[src/rtl/conv_kxk_param.sv]
// K x K streaming convolution: column-fed window, registered multipliers,
// pipelined binary adder tree and a round/shift/saturate output stage.
// Coefficients live in a shadow bank that is copied to the active bank only
// once the multiplier/adder stages hold no valid sample.
module conv_kxk_param #(
    parameter int K     = 3,
    parameter int DW    = 8,
    parameter int CW    = 16,
    parameter int SHIFT = 0
) (
    input  logic                                    clk,
    input  logic                                    reset,
    input  logic                                    i_valid,
    input  logic                                    i_done,
    input  logic [K*DW-1:0]                         i_data,
    input  logic                                    coef_we,
    input  logic [$clog2(K*K)-1:0]                  coef_addr,
    input  logic signed [CW-1:0]                    coef_data,
    input  logic                                    coef_commit,
    output logic                                    coef_pending,
    output logic                                    o_valid,
    output logic                                    o_img_done,
    output logic signed [DW+CW+1+$clog2(K*K)-1:0]   o_data,
    output logic [DW-1:0]                           o_pix
);

    localparam int NT   = K * K;
    localparam int LG   = $clog2(NT);
    localparam int PW   = DW + CW + 1;
    localparam int AW   = PW + LG;
    localparam int LAT  = 3 + LG;
    localparam int CT   = ((K - 1) / 2) * K + (K - 1) / 2;
    localparam int HALF = (NT + 1) / 2;

    // Identity tap value: unity gain once the output shift is applied.
    localparam logic signed [CW-1:0] C_ID = CW'(1) << SHIFT;
    localparam logic signed [AW:0]   BIAS = (SHIFT > 0) ? ((AW+1)'(1) << (SHIFT > 0 ? SHIFT - 1 : 0)) : '0;
    localparam logic signed [AW:0]   PMAX = {{(AW+1-DW){1'b0}}, {DW{1'b1}}};

    // Operand count present at a given adder-tree level.
    function automatic int lvl_cnt(input int l);
        int n;
        n = NT;
        for (int i = 0; i < l; i++) n = (n + 1) / 2;
        return n;
    endfunction

    // Round half-up at the shift point, arithmetic shift, clamp to [0, 2^DW-1].
    function automatic logic [DW-1:0] round_sat(input logic signed [AW-1:0] s);
        logic signed [AW:0] t;
        t = ($signed({s[AW-1], s}) + BIAS) >>> SHIFT;
        if (t[AW])          return '0;
        else if (t > PMAX)  return '1;
        else                return t[DW-1:0];
    endfunction

    logic [DW-1:0]          win_p0  [0:K-1][0:K-1];
    logic signed [CW-1:0]   coef_shadow [0:NT-1];
    logic signed [CW-1:0]   coef_act    [0:NT-1];
    logic signed [PW-1:0]   prod_c  [0:NT-1];
    logic signed [AW-1:0]   tree_p  [0:LG][0:NT];
    logic [LAT-1:0]         vld_p;
    logic [LAT-1:0]         done_p;
    logic                   commit_ok;

    // Bank swap waits until no valid sample sits in the product or tree registers.
    assign commit_ok  = coef_pending & ~i_valid & ~(|vld_p[LG+1:1]);
    assign o_valid    = vld_p[LAT-1];
    assign o_img_done = done_p[LAT-1];

    // Valid and end-of-image flags travel in lockstep with the data pipeline.
    always_ff @(posedge clk) begin
        if (reset) begin
            vld_p  <= '0;
            done_p <= '0;
        end else begin
            vld_p  <= {vld_p[LAT-2:0], i_valid};
            done_p <= {done_p[LAT-2:0], i_valid & i_done};
        end
    end

    // Shadow writes, deferred shadow-to-active copy and the pending flag.
    always_ff @(posedge clk) begin
        if (reset) begin
            for (int i = 0; i < NT; i++) begin
                coef_shadow[i] <= (i == CT) ? C_ID : '0;
                coef_act[i]    <= (i == CT) ? C_ID : '0;
            end
            coef_pending <= 1'b0;
        end else begin
            if (commit_ok)
                coef_act <= coef_shadow;
            if (coef_we && (int'(coef_addr) < NT))
                coef_shadow[coef_addr] <= coef_data;
            if (commit_ok)
                coef_pending <= 1'b0;
            else if (coef_commit)
                coef_pending <= 1'b1;
        end
    end

    // Stage 0: window shifts one column per valid input, holds otherwise.
    always_ff @(posedge clk) begin
        if (reset) begin
            for (int r = 0; r < K; r++)
                for (int c = 0; c < K; c++)
                    win_p0[r][c] <= '0;
        end else if (i_valid) begin
            for (int r = 0; r < K; r++) begin
                win_p0[r][0] <= i_data[r*DW +: DW];
                for (int c = 1; c < K; c++)
                    win_p0[r][c] <= win_p0[r][c-1];
            end
        end
    end

    // Tap products: pixel zero-extended, coefficient sign-extended, full precision.
    always_comb begin
        prod_c = '{default: '0};
        for (int r = 0; r < K; r++)
            for (int c = 0; c < K; c++)
                prod_c[r*K+c] = $signed({{(CW+1){1'b0}}, win_p0[r][c]})
                              * $signed({{(DW+1){coef_act[r*K+c][CW-1]}}, coef_act[r*K+c]});
    end

    // Stage 1 product registers (level 0) and one adder-tree level per cycle;
    // an unpaired trailing operand is registered through unchanged.
    always_ff @(posedge clk) begin
        if (reset) begin
            for (int l = 0; l <= LG; l++)
                for (int i = 0; i <= NT; i++)
                    tree_p[l][i] <= '0;
        end else begin
            for (int i = 0; i < NT; i++)
                tree_p[0][i] <= {{(AW-PW){prod_c[i][PW-1]}}, prod_c[i]};
            tree_p[0][NT] <= '0;
            for (int l = 1; l <= LG; l++) begin
                for (int i = 0; i < HALF; i++) begin
                    if (2*i + 1 < lvl_cnt(l - 1))
                        tree_p[l][i] <= tree_p[l-1][2*i] + tree_p[l-1][2*i+1];
                    else
                        tree_p[l][i] <= tree_p[l-1][2*i];
                end
                for (int i = HALF; i <= NT; i++)
                    tree_p[l][i] <= '0;
            end
        end
    end

    // Output stage: capture full sum and saturated pixel, hold between valids.
    always_ff @(posedge clk) begin
        if (reset) begin
            o_data <= '0;
            o_pix  <= '0;
        end else if (vld_p[LG+1]) begin
            o_data <= tree_p[LG][0];
            o_pix  <= round_sat(tree_p[LG][0]);
        end
    end

endmodule

[config.mk]
export PLATFORM = sky130hd
export DESIGN_NAME = conv_kxk_param
export DESIGN_NICKNAME = d
export VERILOG_FILES = /design/src/rtl/conv_kxk_param.sv
export SDC_FILE = /design/constraint.sdc
export NUM_CORES = 2
export LEC_CHECK = 0
export ABC_AREA = 1
export CAP_MARGIN = 30
export CELL_PAD_IN_SITES_DETAIL_PLACEMENT = 0
export CELL_PAD_IN_SITES_GLOBAL_PLACEMENT = 1
export CORE_ASPECT_RATIO = 0.5
export CORE_MARGIN = 8
export CORE_UTILIZATION = 45
export DETAILED_ROUTE_END_ITERATION = 8
export GPL_ROUTABILITY_DRIVEN = 0
export PLACE_DENSITY_LB_ADDON = 0.1
export SYNTH_ARGS = -nofsm -noshare
export SYNTH_HDL_FRONTEND = slang
export SYNTH_SLANG_ARGS = --single-unit
export TNS_END_PERCENT = 30
[constraint.sdc]
create_clock -name clk -period 6.1 [get_ports clk]
set_input_delay 0.915 -clock clk [delete_from_list [all_inputs] [get_ports clk]]
set_output_delay 0.915 -clock clk [all_outputs]
set_load 0.005 [all_outputs]
== Word-level counts from Yosys, hierarchy flattened ==
Memory sizes are Yosys's and may differ from the RTL's.
Cells that the tools add are included.

* $add $sub $neg: 8
* $mul: 9
* Div/mod/pow operators: 0
* Magnitude comparators: 4
* Eq/ne operators: 0
* Shift operators: 0
* Mux-type cells: 65
* Bitwise logic cells: 60
* Reductions and logical operators: 4

{| class="wikitable"
|+ Operator list
! cell !! count
|-
| 29-bit 2-to-1 mux || 45
|-
| 29-bit adder || 8
|-
| 9-bit by 16-bit multiplier with 25-bit output || 9
|-
| 144-bit bitwise mux || 1
|-
| 8-bit 2-to-1 mux || 11
|-
| 16-bit demux with 4-bit select || 1
|-
| 1-bit OR || 54
|-
| 29-bit by 9-bit greater-than comparator with 1-bit output (second input constant) || 1
|-
| 16-bit 2-to-1 mux || 1
|-
| 1-bit 2-to-1 mux || 6
|-
| 5-bit greater-or-equal comparator (second input constant) || 1
|-
| 5-bit by 1-bit less-than comparator with 1-bit output (second input constant) || 1
|-
| 4-bit inverter with 5-bit output || 1
|-
| 5-bit OR reduction || 1
|-
| 4-bit less-than comparator (second input constant) || 1
|-
| 1-bit bitwise AND || 3
|-
| 1-bit logical AND || 2
|-
| 1-bit inverter || 2
|-
| 2-bit OR reduction || 1
|}

* Flip-flop bits (word level): 340
* Bits in latches: 0
* Bits in writable memories: 1377
* Memory bits (read-only): 0
* Input port bits: 50
* Output and inout port bits: 40
* Word-level logic and storage cells: 175
* Memories kept: 2

{| class="wikitable"
|+ Memory list
! memory !! words !! bits a word !! rd ports !! clocked after memory_dff !! wr ports !! RTL line !! text
|-
| tree_p || 5 || 261 || 5 || 0 || 5 || 61 || <nowiki>logic signed [AW-1:0] tree_p [0:LG][0:NT];</nowiki>
|-
| win_p0 || 3 || 24 || 3 || 0 || 3 || 57 || <nowiki>logic [DW-1:0] win_p0 [0:K-1][0:K-1];</nowiki>
|}

== Depth between registers and ports, before layout ==
* Depth in word-level cells: 6
* Mapped depth: 24
* Depth with buffers taken out: 22

== Least setup slack after synthesis ==
Ideal clock, no wire load.

* Kind: reg2reg
* Start: memory win_p0[0][16] in the netlist's numbering
* End: memory tree_p[0][249] in the netlist's numbering
* Setup time: 115 ps
* Arrival: 4141 ps
* Required time: 5985 ps
* Path slack: 1844 ps
* Cell stages (with the launch flop): 18
* Path buffers: 2
* Clock period less this slack: 4256 ps
* Cell sequence: edfxtp_1 -> clkbuf_1 -> clkbuf_1 -> nand2_1 -> fa_1 -> inv_1 -> fa_1 -> fa_1 -> inv_1 -> fa_1 -> inv_1 -> ha_1 -> nand2_1 -> nor2_1 -> nand3_1 -> or2_2 -> a21oi_1 -> nor2_1

{| class="wikitable"
|+ RTL lines
! what !! RTL line
|-
| from (decl) || 57
|-
| to (decl) || 61
|}

==> metrics list <==
* Postcts setup bufs: 0
- Counting the buffers created by CTS gives 95.
* Ordered cell list for the critical path: nand2_1, fa_1, inv_1, fa_1, inv_1, fa_1, fa_1, inv_1, ha_1, o21ai_0, o21ai_0, nand2_1, nand3_1, nand2_1, nor2_1
- In the routed design, unresolved DRC markers number 0.
- In this design, the critical path's most frequently occurring cell is sky130_fd_sc_hd__fa_1.
- Across the routed clock network, the largest skew measured is 0.0589 ns.
- Layout net count: 14500
* Die Outline Area: 0.213 mm2
- The HPWL after detailed placement is 209 mm.
* Area overhead of the layout relative to synthesis: 6.95%
- Floorplan die height: 331 um
- Setup Crit Path Kind: register to register
* PD cells: 182 mW/mm2
- Max-cap violation count: 0
- The core region is 0.197 mm2.
- The run finished with clean final reports.
- Class of the most critical hold timing path: register to register
* Area fraction of the dominant cell type after synthesis: 0.208
- FF+latch count, synth: 944
- Post-detailed-route via-to-cell ratio: 4.79
- The library cell used most frequently in the layout, excluding fill and tap cells, is sky130_fd_sc_hd__nand2_1.
- After clock tree synthesis, the clock-pin slew on the worst setup and hold paths is 0.07 ns.
- Via count of the first global-routing pass: 71300
- Count of placed standard cells in the final layout, fillers left out: 15600
* Residual antenna-violating net count after detailed routing: 0
- The largest single stage delay on the critical path is 0.81 ns.
- Starting density of the core: 0.453
* Register-to-Register Setup Slack: 1.21 ns
- The worst-case IR drop observed on VDD is 0.000227 V.
- Number of instances in the synthesized netlist: 13100
- Slowest cell on the critical path: sky130_fd_sc_hd__edfxtp_1
- Highest Clock Rate: 0.205 GHz
- Total of warnings raised by yosys: 0
- Total via count after detailed routing: 74600
- The routed design has 259 mm of wire.
* Number of unique standard cell types used by synthesis: 36
- The smallest clock period supported by the final layout is computed as 4.89 ns.
* Avg Synthesized Cell Area: 6.80 um2
- Standby leakage power: 54.8 nW
- During placement, the flow inserted port buffers numbering 89.
* Fraction of final layout cells sized beyond drive strength 1: 0.0183
* Leading area contributor after synthesis: sky130_fd_sc_hd__fa_1
* Max-Slew Margin vs Limit: 0.334
* Top-level port count: 90
* First-pass iteration count of the detailed router: 6
- Total negative setup slack: 0 ns
- In the layout the commonest cells are sky130_fd_sc_hd__nand2_1 (3592), sky130_fd_sc_hd__inv_1 (3335), sky130_fd_sc_hd__nor2_1 (1239).
* Ranking of synthesized cells by area: sky130_fd_sc_hd__fa_1 (21%), sky130_fd_sc_hd__dfxtp_1 (20%), sky130_fd_sc_hd__nand2_1 (15%)
* Violation count after the first detailed-routing iteration: 5566
* Final critical-path share of the clock period: 0.802
- Clock tree from TritonCTS: built
- The H-tree was split into 3 levels.
- Worst-path maximum fanout: 16
- For this run, the total global-route usage over all layers was measured as 0.240.
- Type of element launching the critical path: register
- Entering global routing, the biggest net connects 154 pins.
- The worst setup path is captured at a register.
- Global routing finished with a remaining overflow of 0.
* Worst Path Arrival: 5.48 ns
- Wire length of the first global-routing pass: 405 mm
- Gates resized during post-CTS repair numbered 0.
* DR WL/cell: 16.7 um
- In this run the core area contains 115 standard-cell rows.
- The floorplan step set the die width to 645 um.
- The number of slew-limit violations in the final report is 0.
- The final-report hold violation count came to 0.
- Final setup violation count: 0
* Area of the mapped netlist: 0.0891 mm2
* Clock Tree Buf Depth: 3
- Antenna violations before repair: 29
- Crit path required time: 6.69 ns
- Cell count after placement: 15400
- The share of the Yosys chip area taken by registers is 0.220.
- Clock tree synthesis found a total of 944 sinks.
* Unrepaired setup endpoints after global routing: no
- The tree is rooted in a sky130_fd_sc_hd__clkbuf_16.
- Number of buffers inserted for hold repair after clock tree synthesis: 0
- Clock latency on the worst-skew pair, taken at its later pin, is 0.75 ns.
- At the pin with the least slew margin, the transition time is 0.998 ns.
* Syn_nets: 14700
-- metal layers --
| metal | wire length (um) | part of all wire | track usage |
|---|---|---|---|
| met3 | 16900 | 0.065 | 0.0423 |
| met1 | 127000 | 0.49 | 0.353 |
| met5 | 41 | 0.00016 | 0 |
| met2 | 110000 | 0.42 | 0.368 |
| met4 | 5240 | 0.020 | 0.0545 |
-- through the flow --
stage          area, um2  setup slack (ns)   util  power [mW]  hold slack (ns)
5_1_grt            95300             0.879  0.484        18.3            0.409
2_1_floorplan      89100              1.84      -        9.60            0.388
3_3_place_gp       91800              1.28  0.467        11.0            0.389
6_report           95300              1.21  0.484        17.4            0.400
4_1_cts            95200              1.21  0.484        17.5            0.401
3_5_place_dp       91800              1.26  0.467        11.0            0.392
-- layout make-up --
cell class	instances	area [um2]
clock buffers	117	2660
repair buffers	125	1190
well taps	2632	3290
flip-flops and latches	944	19600
fillers	20400	101000
diodes	9	22.5
inverters	3341	12600
clock inverters	61	791
multi-input cells	8343	55200
-- state kept, by name, summed over array words and instances, names as in the netlist --
name,flops
tree_p,532
coef_pending,1
vld_p,7
win_p0,72
o_pix,8
coef_act,144
done_p,7
coef_shadow,144
o_data,29
-- critical path: cells and delay by family, from the launching register on --
kind / cells / cell delay (ns)
adder cells (fa/ha/maj): 5 / 2.39
flip-flops: 1 / 0.81
AO/OA/AOI/OAI: 2 / 0.87
AND/OR/NAND/NOR: 5 / 0.53
buffers and inverters: 3 / 0.14
-- Yosys cell counts, drive strengths merged --
master	n
o21bai	52
inv	3340
o22ai	1
a211oi	4
dfxtp	872
ha	662
nand4	31
fa	926
nand3b	19
nor3	62
and2	7
a21o	4
nand2	3594
o21a	33
buf	28
nand3	416
a21oi	729
nor3b	1
clkinv	1
o21ai	492
nor2	1242
nor4	4
a31oi	1
edfxtp	72
xnor2	23
clkbuf	448
o211ai	1
xor2	20
or2	6
a21boi	13
-- final timing paths --
path | endpoint | startpoint | cells after the start
max | tree_p[0][250] | win_p0[0][16] | 15
min | tree_p[0][377] | tree_p[0][0] | 2
max reg2reg | tree_p[0][250] | win_p0[0][16] | 15
min reg2reg | tree_p[0][377] | tree_p[0][0] | 2
-- logic make-up after synthesis --
logic type | Yosys count | synth area share
compound gates | 1330 | 0.0777
xor+xnor | 43 | 0.00423
fa+ha+maj | 1588 | 0.301
buf+inv | 3817 | 0.161
flops | 944 | 0.220
simple gates | 5382 | 0.236
-- power breakdown --
| part | internal (mW) | switching, mW | leakage, nW |
|---|---|---|---|
| Clock | 3.62 | 2.89 | 1.70 |
| Sequential | 6.68 | 0.673 | 7.88 |
| Combinational | 1.20 | 2.30 | 45.2 |
Power figures use the tool's default switching activity.
